**config.mk**
```make
export PLATFORM = sky130hd
export DESIGN_NAME = seq_power_sequencer
export DESIGN_NICKNAME = d
export VERILOG_FILES = /design/src/rtl/seq_pkg.sv /design/src/rtl/seq_stab_timer.sv /design/src/rtl/seq_power_sequencer.sv
export SDC_FILE = /design/constraint.sdc
export NUM_CORES = 1
export LEC_CHECK = 0
export ABC_AREA = 0
export CORE_MARGIN = 2
export CORE_UTILIZATION = 53
export DETAILED_ROUTE_END_ITERATION = 7
export GPL_ROUTABILITY_DRIVEN = 0
export PLACE_DENSITY = 0.78
export SLEW_MARGIN = 20
export SYNTH_ARGS = -nofsm -noshare
export SYNTH_HDL_FRONTEND = slang
export SYNTH_SLANG_ARGS = --single-unit
export TNS_END_PERCENT = 50
```
**constraint.sdc**
```tcl
create_clock -name clk_i -period 2.6 [get_ports clk_i]
set_input_delay 0.26 -clock clk_i [delete_from_list [all_inputs] [get_ports clk_i]]
set_output_delay 0.26 -clock clk_i [all_outputs]
set_load 0.1 [all_outputs]
```
**src/rtl/seq_pkg.sv**
```systemverilog
// Shared types and helpers for the CPU power/interrupt sequencer.
package seq_pkg;

    typedef enum logic [1:0] {
        ST_RUN    = 2'd0,
        ST_HALT   = 2'd1,
        ST_STOP   = 2'd2,
        ST_WARMUP = 2'd3
    } seq_state_e;

    // Vector index width; a single source still gets a 1-bit vector.
    function automatic int unsigned vec_width(input int unsigned n);
        return (n <= 1) ? 1 : $clog2(n);
    endfunction

    // Index of the lowest set bit (bit0 = highest priority); 0 when none set.
    function automatic int unsigned lowest_set(input logic [31:0] v);
        int unsigned idx;
        logic        found;
        idx   = 0;
        found = 1'b0;
        for (int unsigned i = 0; i < 32; i++) begin
            if (v[i] && !found) begin
                idx   = i;
                found = 1'b1;
            end
        end
        return idx;
    endfunction

endpackage

```
**src/rtl/seq_stab_timer.sv**
```systemverilog
// Loadable saturating down-counter used for oscillator warm-up timing.
module seq_stab_timer #(
    parameter int unsigned W = 16
) (
    input  logic         clk_i,
    input  logic         reset_i,
    input  logic         load_i,
    input  logic [W-1:0] load_val_i,
    input  logic         dec_i,
    output logic [W-1:0] count_o,
    output logic         zero_o
);

    logic [W-1:0] count_q, count_d;

    always_comb begin
        count_d = count_q;
        if (load_i) begin
            count_d = load_val_i;
        end else if (dec_i && (count_q != '0)) begin
            count_d = count_q - W'(1);
        end
    end

    always_ff @(posedge clk_i) begin
        if (reset_i) begin
            count_q <= '0;
        end else begin
            count_q <= count_d;
        end
    end

    assign count_o = count_q;
    assign zero_o  = (count_q == '0);

endmodule

```
**src/rtl/seq_power_sequencer.sv**
```systemverilog
// CPU power/interrupt sequencer: RUN/HALT/STOP/WARMUP control, clock/oscillator
// gating, HALT-bug detection and NMI/IRQ dispatch arbitration.
module seq_power_sequencer
    import seq_pkg::*;
#(
    parameter int unsigned NUM_IRQ     = 5,
    parameter int unsigned STAB_W      = 16,
    parameter int unsigned STAB_CYCLES = 16'hFFFF,
    parameter int unsigned SYNC_STAGES = 2
) (
    input  logic                             clk_i,
    input  logic                             reset_i,
    input  logic                             halt_req_i,
    input  logic                             stop_req_i,
    input  logic                             instr_end_i,
    input  logic                             ime_i,
    input  logic [NUM_IRQ-1:0]               irq_pend_i,
    input  logic                             nmi_i,
    input  logic                             wake_i,
    input  logic                             osc_stable_i,
    input  logic                             dispatch_ack_i,
    output logic                             clk_ena_o,
    output logic                             osc_ena_o,
    output logic                             dispatch_o,
    output logic                             dispatch_nmi_o,
    output logic [vec_width(NUM_IRQ)-1:0]    dispatch_vec_o,
    output logic                             halt_bug_o,
    output logic [1:0]                       state_o
);

    localparam int unsigned VW = vec_width(NUM_IRQ);

    seq_state_e    state_q, state_d;
    logic          clk_ena_q, clk_ena_d, osc_ena_q, osc_ena_d, halt_bug_q, halt_bug_d;
    logic          dispatch_q, dispatch_d, disp_nmi_q, disp_nmi_d;
    logic [VW-1:0] vec_q, vec_d;
    logic          nmi_pend_q, nmi_pend_d, nmi_s_prev_q;
    logic [2:0]    pins_raw, pins_s;
    logic          wake_s, nmi_s, osc_stable_s;
    logic          any_irq, wake_ev, nmi_rise, arb_en;
    logic          timer_zero;
    logic [STAB_W-1:0] timer_count;

    assign pins_raw = {osc_stable_i, nmi_i, wake_i};

    for (genvar g = 0; g < 3; g++) begin : g_sync
        logic [SYNC_STAGES-1:0] sync_q;
        always_ff @(posedge clk_i) begin
            if (reset_i) sync_q <= '0;
            else         sync_q <= {sync_q[SYNC_STAGES-2:0], pins_raw[g]};
        end
        assign pins_s[g] = sync_q[SYNC_STAGES-1];
    end

    assign wake_s       = pins_s[0];
    assign nmi_s        = pins_s[1];
    assign osc_stable_s = pins_s[2];
    assign any_irq      = |irq_pend_i;
    assign nmi_rise     = nmi_s & ~nmi_s_prev_q;
    assign wake_ev      = any_irq | nmi_pend_q | wake_s;

    seq_stab_timer #(.W(STAB_W)) u_stab_timer (
        .clk_i      (clk_i),
        .reset_i    (reset_i),
        .load_i     ((state_q == ST_STOP) && (state_d == ST_WARMUP)),
        .load_val_i (STAB_W'(STAB_CYCLES - 1)),
        .dec_i      (state_q == ST_WARMUP),
        .count_o    (timer_count),
        .zero_o     (timer_zero)
    );

    always_comb begin
        state_d = state_q;
        unique case (state_q)
            ST_RUN: begin
                if (stop_req_i)                                       state_d = ST_STOP;
                else if (halt_req_i && !any_irq && !nmi_pend_q)       state_d = ST_HALT;
            end
            ST_HALT:   if (any_irq || nmi_pend_q)                     state_d = ST_RUN;
            ST_STOP:   if (wake_ev)                                   state_d = ST_WARMUP;
            ST_WARMUP: if (timer_zero && osc_stable_s)                state_d = ST_RUN;
            default:                                                  state_d = ST_RUN;
        endcase
    end

    // Enables track the next state so they change on the same edge as the state.
    always_comb begin
        clk_ena_d  = (state_d == ST_RUN);
        osc_ena_d  = (state_d != ST_STOP);
        halt_bug_d = (state_q == ST_RUN) && halt_req_i && !stop_req_i && any_irq && !ime_i;
    end

    always_comb begin
        dispatch_d = dispatch_q;
        disp_nmi_d = disp_nmi_q;
        vec_d      = vec_q;
        nmi_pend_d = nmi_pend_q;
        arb_en     = !dispatch_q &&
                     (((state_q == ST_RUN) && clk_ena_q && instr_end_i) ||
                      ((state_q == ST_HALT) && (state_d == ST_RUN)));
        if (dispatch_q && dispatch_ack_i) begin
            dispatch_d = 1'b0;
            disp_nmi_d = 1'b0;
            vec_d      = '0;
            if (disp_nmi_q) nmi_pend_d = 1'b0;
        end else if (arb_en) begin
            if (nmi_pend_q) begin
                dispatch_d = 1'b1;
                disp_nmi_d = 1'b1;
                vec_d      = '0;
            end else if (ime_i && any_irq) begin
                dispatch_d = 1'b1;
                disp_nmi_d = 1'b0;
                vec_d      = VW'(lowest_set(32'(irq_pend_i)));
            end
        end
        // A fresh edge always survives, even one coinciding with an NMI ACK.
        if (nmi_rise) nmi_pend_d = 1'b1;
    end

    always_ff @(posedge clk_i) begin
        if (reset_i) begin
            state_q      <= ST_RUN;
            clk_ena_q    <= 1'b1;
            osc_ena_q    <= 1'b1;
            halt_bug_q   <= 1'b0;
            dispatch_q   <= 1'b0;
            disp_nmi_q   <= 1'b0;
            vec_q        <= '0;
            nmi_pend_q   <= 1'b0;
            nmi_s_prev_q <= 1'b0;
        end else begin
            state_q      <= state_d;
            clk_ena_q    <= clk_ena_d;
            osc_ena_q    <= osc_ena_d;
            halt_bug_q   <= halt_bug_d;
            dispatch_q   <= dispatch_d;
            disp_nmi_q   <= disp_nmi_d;
            vec_q        <= vec_d;
            nmi_pend_q   <= nmi_pend_d;
            nmi_s_prev_q <= nmi_s;
        end
    end

    assign clk_ena_o      = clk_ena_q;
    assign osc_ena_o      = osc_ena_q;
    assign dispatch_o     = dispatch_q;
    assign dispatch_nmi_o = disp_nmi_q;
    assign dispatch_vec_o = vec_q;
    assign halt_bug_o     = halt_bug_q;
    assign state_o        = state_q;

endmodule
```
# Word-level counts from Yosys, hierarchy flattened

Index checks and enable logic that the tools add are counted.

Word-level logic and storage cells: 108
Latch bits: 0
RAM bits: 0
Flip-flop bits (word level): 34
Output and inout bits: 10
ROM bits: 0
Input bits: 15
Memories kept: 0

$mul: 0
Multiplexer cells: 41
Eq/ne operators: 5
Add/subtract/negate cells: 1
Bitwise gates (word level): 4
$lt $le $gt $ge: 0
Reductions and logical operators: 43
Divide/modulo/power cells: 0
Shift operators: 0

Operators with widths:

| cell                  | number |
|---|---|
| $mux 16               | 2 |
| $mux 1                | 28 |
| $logic_and 1x1->1     | 19 |
| $logic_not 16->1      | 1 |
| $reduce_bool 16->1    | 1 |
| $sub 16x1->16 const B | 1 |
| $mux 3                | 5 |
| $mux 2                | 5 |
| $logic_not 1->1       | 9 |
| $pmux 2 s4            | 1 |
| $reduce_bool 2->1     | 4 |
| $eq 2x2->1 const B    | 3 |
| $reduce_or 5->1       | 1 |
| $logic_not 2->1       | 2 |
| $reduce_and 2->1      | 2 |
| $reduce_or 2->1       | 2 |
| $eq 2x1->1 const B    | 1 |
| $logic_or 1x1->1      | 2 |
| $ne 2x2->1 const B    | 1 |
| $or 1x1->1            | 2 |
| $and 1x1->1           | 1 |
| $not 1->1             | 1 |

# Logic depth before layout (Yosys ltp)

Depth in word-level cells: 39
Gate-level depth with buffers: 7
Mapped depth without buffers: 6

# Hierarchy

Synthesis repeated with hierarchy kept, for this count alone.

Cell total of the unflattened synthesis: 187
Area total of the unflattened synthesis: 1680.4 µm²

Modules (own cells, without submodules):

| module              | area an instance (µm²) | seq. area each (µm²) | cells an instance | times used |
|---|---|---|---|---|
| seq_stab_timer      | 944.7                  | 320.3                | 114               | 1 |
| seq_power_sequencer | 735.7                  | 360.3                | 73                | 1 |

# Worst setup path after synthesis

No wires, ideal clock.

Path type: register to register
Start point: reg state_q[0], in the netlist state_o[0]
End point: reg u_stab_timer.count_q[11], in the netlist u_stab_timer.count_o[11]
Period minus slack after synthesis: 2.465 ns
Library setup time: 0.066 ns
Buffers on the path: 0
Slack: 0.135 ns
Data required time: 2.534 ns
Arrival: 2.399 ns
Stages on the path, launching flop included: 5
Cell sequence: dfxtp_1 -> or4bb_1 -> or2_1 -> or4b_1 -> nand3_1

Word-level cells in the longest chain between the ends: 6
Elaborated cells between the ends (all ways): 15
Classes of those cells: eq/ne (4); mux (7); reduce/logical (4)

Ends and longest elaborated chain:

| item                                         | RTL line                   | RTL |
|---|---|---|
| from (decl)                                  | seq_power_sequencer.sv:33  | `seq_state_e state_q, state_d;` |
| from (signal assigned)                       | seq_power_sequencer.sv:133 | `state_q <= state_d;` |
| $mux 2                                       | seq_power_sequencer.sv:77  | `else if (halt_req_i && !any_irq && !nmi_pend_q) state_d = ST_HALT;` |
| $mux 2                                       | seq_power_sequencer.sv:76  | `if (stop_req_i) state_d = ST_STOP;` |
| $pmux 2 s4                                   | seq_power_sequencer.sv:74  | `unique case (state_q)` |
| $eq 2x2->1                                   | seq_power_sequencer.sv:65  | `.load_i ((state_q == ST_STOP) && (state_d == ST_WARMUP)),` |
| $logic_and 1x1->1                            | seq_power_sequencer.sv:65  |  |
| $mux 16 or $reduce_bool 2->1 (tied branches) | --                         |  |
| to (signal assigned)                         | seq_stab_timer.sv:29       | `count_q <= count_d;` |
| to (decl)                                    | seq_stab_timer.sv:14       | `logic [W-1:0] count_q, count_d;` |

Parallel ways exist; a longest one is shown, timed or not.
A chain may end at the register's enable or synchronous reset.

# Worst setup path in the final report

Start point: reg u_stab_timer.count_q[1], in the netlist u_stab_timer.count_o[1]
End point: reg u_stab_timer.count_q[3], in the netlist u_stab_timer.count_o[3]

Word-level cells in the longest chain between the ends: 7
Elaborated cells between the ends (all ways): 12
Classes of those cells: add/sub (1); eq/ne (1); mux (4); reduce/logical (6)

Ends and longest elaborated chain:

| item                                         | RTL line                  | RTL |
|---|---|---|
| $logic_not 16->1                             | seq_stab_timer.sv:34      | `assign zero_o = (count_q == '0);` |
| $logic_and 1x1->1                            | seq_power_sequencer.sv:81 | `ST_WARMUP: if (timer_zero && osc_stable_s) state_d = ST_RUN;` |
| $mux 2                                       | seq_power_sequencer.sv:81 |  |
| $pmux 2 s4                                   | seq_power_sequencer.sv:74 |  |
| $eq 2x2->1                                   | seq_power_sequencer.sv:65 |  |
| $logic_and 1x1->1                            | seq_power_sequencer.sv:65 |  |
| $mux 16 or $reduce_bool 2->1 (tied branches) | --                        |  |

Parallel ways exist; a longest one is shown, timed or not. The select of a mux whose other input is x is not followed.

==> flow_summary.json <==
{
  "antenna_cells": 0,
  "final_nets": 238,
  "crit_path_end_kind": "register",
  "drc": 0,
  "start_util_pct": 55.1,
  "clock-root-buffer": "clkbuf_4",
  "yosys_warnings": 0,
  "numCtsBuffers": 5,
  "drive_above_1_share_pct": 14.4,
  "hpwl_mm": 2.93,
  "core_mm2": 0.00300,
  "worstMarginPinSlew_ns": 0.773,
  "worst_slew_margin_rel_pct": 47.7,
  "drt-total-wl_mm": 3.99,
  "yosys.area.top_type": "dfxtp_1",
  "path_class": "register to register",
  "rsz0062_at_grt": "false",
  "fill_cells": 262,
  "hold_path_class": "register to register",
  "grt_max_degree": 15,
  "grt_pass1_vias": 1402,
  "drt_iter0_markers": 152,
  "skew_ns": 0.0164,
  "hold_buffers": 0,
  "syn_area_mm2": 0.00165,
  "synth-seq-cells": 34,
  "dieArea_mm2": 0.00358,
  "cts_tree": "built",
  "min_period_ns": 2.22,
  "area.growth.synth_to_final_pct": 21.6,
  "fmax_mhz": 450,
  "synth_area_per_cell_um2": 8.71,
  "cts_buffer_depth": 2,
  "finalSetupTns_ns": 0,
  "io_pins": 25,
  "worstSetupStartpointType": "register",
  "yosysMostFrequentCell": "dfxtp_1",
  "critPathRequiredTime_ns": 2.82,
  "cts-resized-gates": 0,
  "arrival_ns": 2.44,
  "fin_crit_sh_pct": 85.5,
  "synth-edff-count": 0,
  "cts.sinks": 34,
  "cp_max_fo": 10,
  "async_flop_share_pct": 0,
  "max_cap_viol_count": 0,
  "ant_nets": 0,
  "dr_total_vias": 1644,
  "power.density_mw_per_mm2": 639,
  "io_buffers": 24,
  "wl_per_cell_um": 15.7,
  "grt_overflow": 0,
  "ys_top_cells_by_area": "dfxtp_1 (41%), nor2_1 (5.0%), nor2b_1 (3.8%), nand3_1 (3.6%), a21oi_1 (3.0%)",
  "vias_per_cell": 6.45,
  "syn_nets": 207,
  "antenna_found_initial": 0,
  "ir_drop_mv": 0.430,
  "first_pass_iters": 4,
  "finalSetupViolCount": 0,
  "hold_viol": 0,
  "ys_top_cells_by_count": "dfxtp_1 (34), nor2_1 (22), nand3_1 (12)",
  "cts.clk_slew.worst_paths_ns": 0.12,
  "status": "finished, final reports clean",
  "drv_slew": 0,
  "p_leak_uw": 0.000751,
  "track_usage_pct": 24.1,
  "netlist.area_leader.share_pct": 41.1,
  "die_y_um": 59.9,
  "seq_area_frac_synth_pct": 41.1,
  "total_power_uw": 1290,
  "syn_inst": 190,
  "clock_latency_ns": 0.34,
  "grt_pass1_wl_mm": 6.44,
  "die_x_um": 59.9,
  "ys_types": 50,
  "cts_setup_buffers": 0,
  "std_cell_rows": 20,
  "htreeDepth": 2,
  "synth_ff_type": "dfxtp_1"
}
-- kinds of logic after synthesis --
kind of cell | Yosys count | share of synthesized area, %
and+or+nand+nor | 87 | 29.3
AOI/OAI and AO/OA | 50 | 23.0
DFF | 34 | 41.1
buffers and inverters | 15 | 3.93
adders and majority gates | 2 | 1.51
xor gates and xnor gates | 1 | 0.530
muxes | 1 | 0.605
-- power breakdown --
part | switching, uW | internal (uW)
Combinational | 189 | 107
Clock | 189 | 202
Sequential | 39.5 | 560
-- registers in the layout (all words and copies together) (netlist names) --
signal and flops:
halt_bug_o 1, u_stab_timer.count_o 16, osc_ena_o 1, dispatch_nmi_o 1, dispatch_vec_o 3, g_sync.sync_q 6
nmi_s_prev_q 1, state_o 2, clk_ena_o 1, nmi_pend_q 1, dispatch_o 1
-- worst max-delay path, cell delays in order, from the launching register on --
cell and delay, ns:
dfxtp_1 0.34, inv_1 0.10, ha_1 0.21, or4b_1 0.53, or4_4 0.58, a211oi_1 0.26, a311oi_1 0.08
-- final timing paths --
check / start / end / slack [ns] / cells after the start
setup reg to reg: u_stab_timer.count_o[1]$_SDFFE_PP0P_ / u_stab_timer.count_o[3]$_SDFFE_PP0P_ / 0.38 / 6
hold / removal: g_sync[0].sync_q[0]$_SDFF_PP0_ / g_sync[0].sync_q[1]$_SDFF_PP0_ / 0.44 / 1
hold reg to reg: g_sync[0].sync_q[0]$_SDFF_PP0_ / g_sync[0].sync_q[1]$_SDFF_PP0_ / 0.44 / 1
setup / recovery: u_stab_timer.count_o[1]$_SDFFE_PP0P_ / u_stab_timer.count_o[3]$_SDFFE_PP0P_ / 0.38 / 6
-- layer usage --
layer  wire length [um]  vias up  track usage [%]
met3                319        8             5.19
met2               1840       84             35.4
met1               1770      760             34.0
met4                 56        0             10.5
met5                  0        -                0
li1                   -      792                -
-- area by class of cell --
| type | count | area, um^2 | share of cell area, % |
|---|---|---|---|
| Multi-Input combinational cell | 141 | 908 | 45.2 |
| Sequential cell | 34 | 681 | 33.9 |
| Clock inverter | 3 | 45.0 | 2.24 |
| Inverter | 8 | 30.0 | 1.49 |
| Tap cell | 33 | 41.3 | 2.05 |
| Clock buffer | 5 | 37.5 | 1.87 |
| Timing Repair Buffer | 31 | 268 | 13.3 |
-- cells in the final DEF (no fill, tap or decap), drive strengths merged, types with 4 or more instances in the layout --
cell type and count:
dfxtp 34, nor2 22, buf 17, clkdlybuf4s50 14, nand3 12, nor2b 10, a21oi 10, inv 8
nand2 8, nor4 7, o21ai 6, a211oi 6, a311oi 5, clkbuf 5, or4 5, nor3 4
o211ai 4, nand4 4, or3 4
-- metrics by stage --
step	cells	utilization [%]	area [um^2]	setup slack [ns]	hold WS, ns
after floorplan	190	-	1650	0.135	0.386
after detailed placement	247	64.2	1930	0.430	0.429
after global placement	247	64.2	1930	0.529	0.420
after CTS	255	67.0	2010	0.394	0.447
final	255	67.0	2010	0.378	0.439
after global routing	255	67.0	2010	0.267	0.451
(Power assumes the default switching activity.)
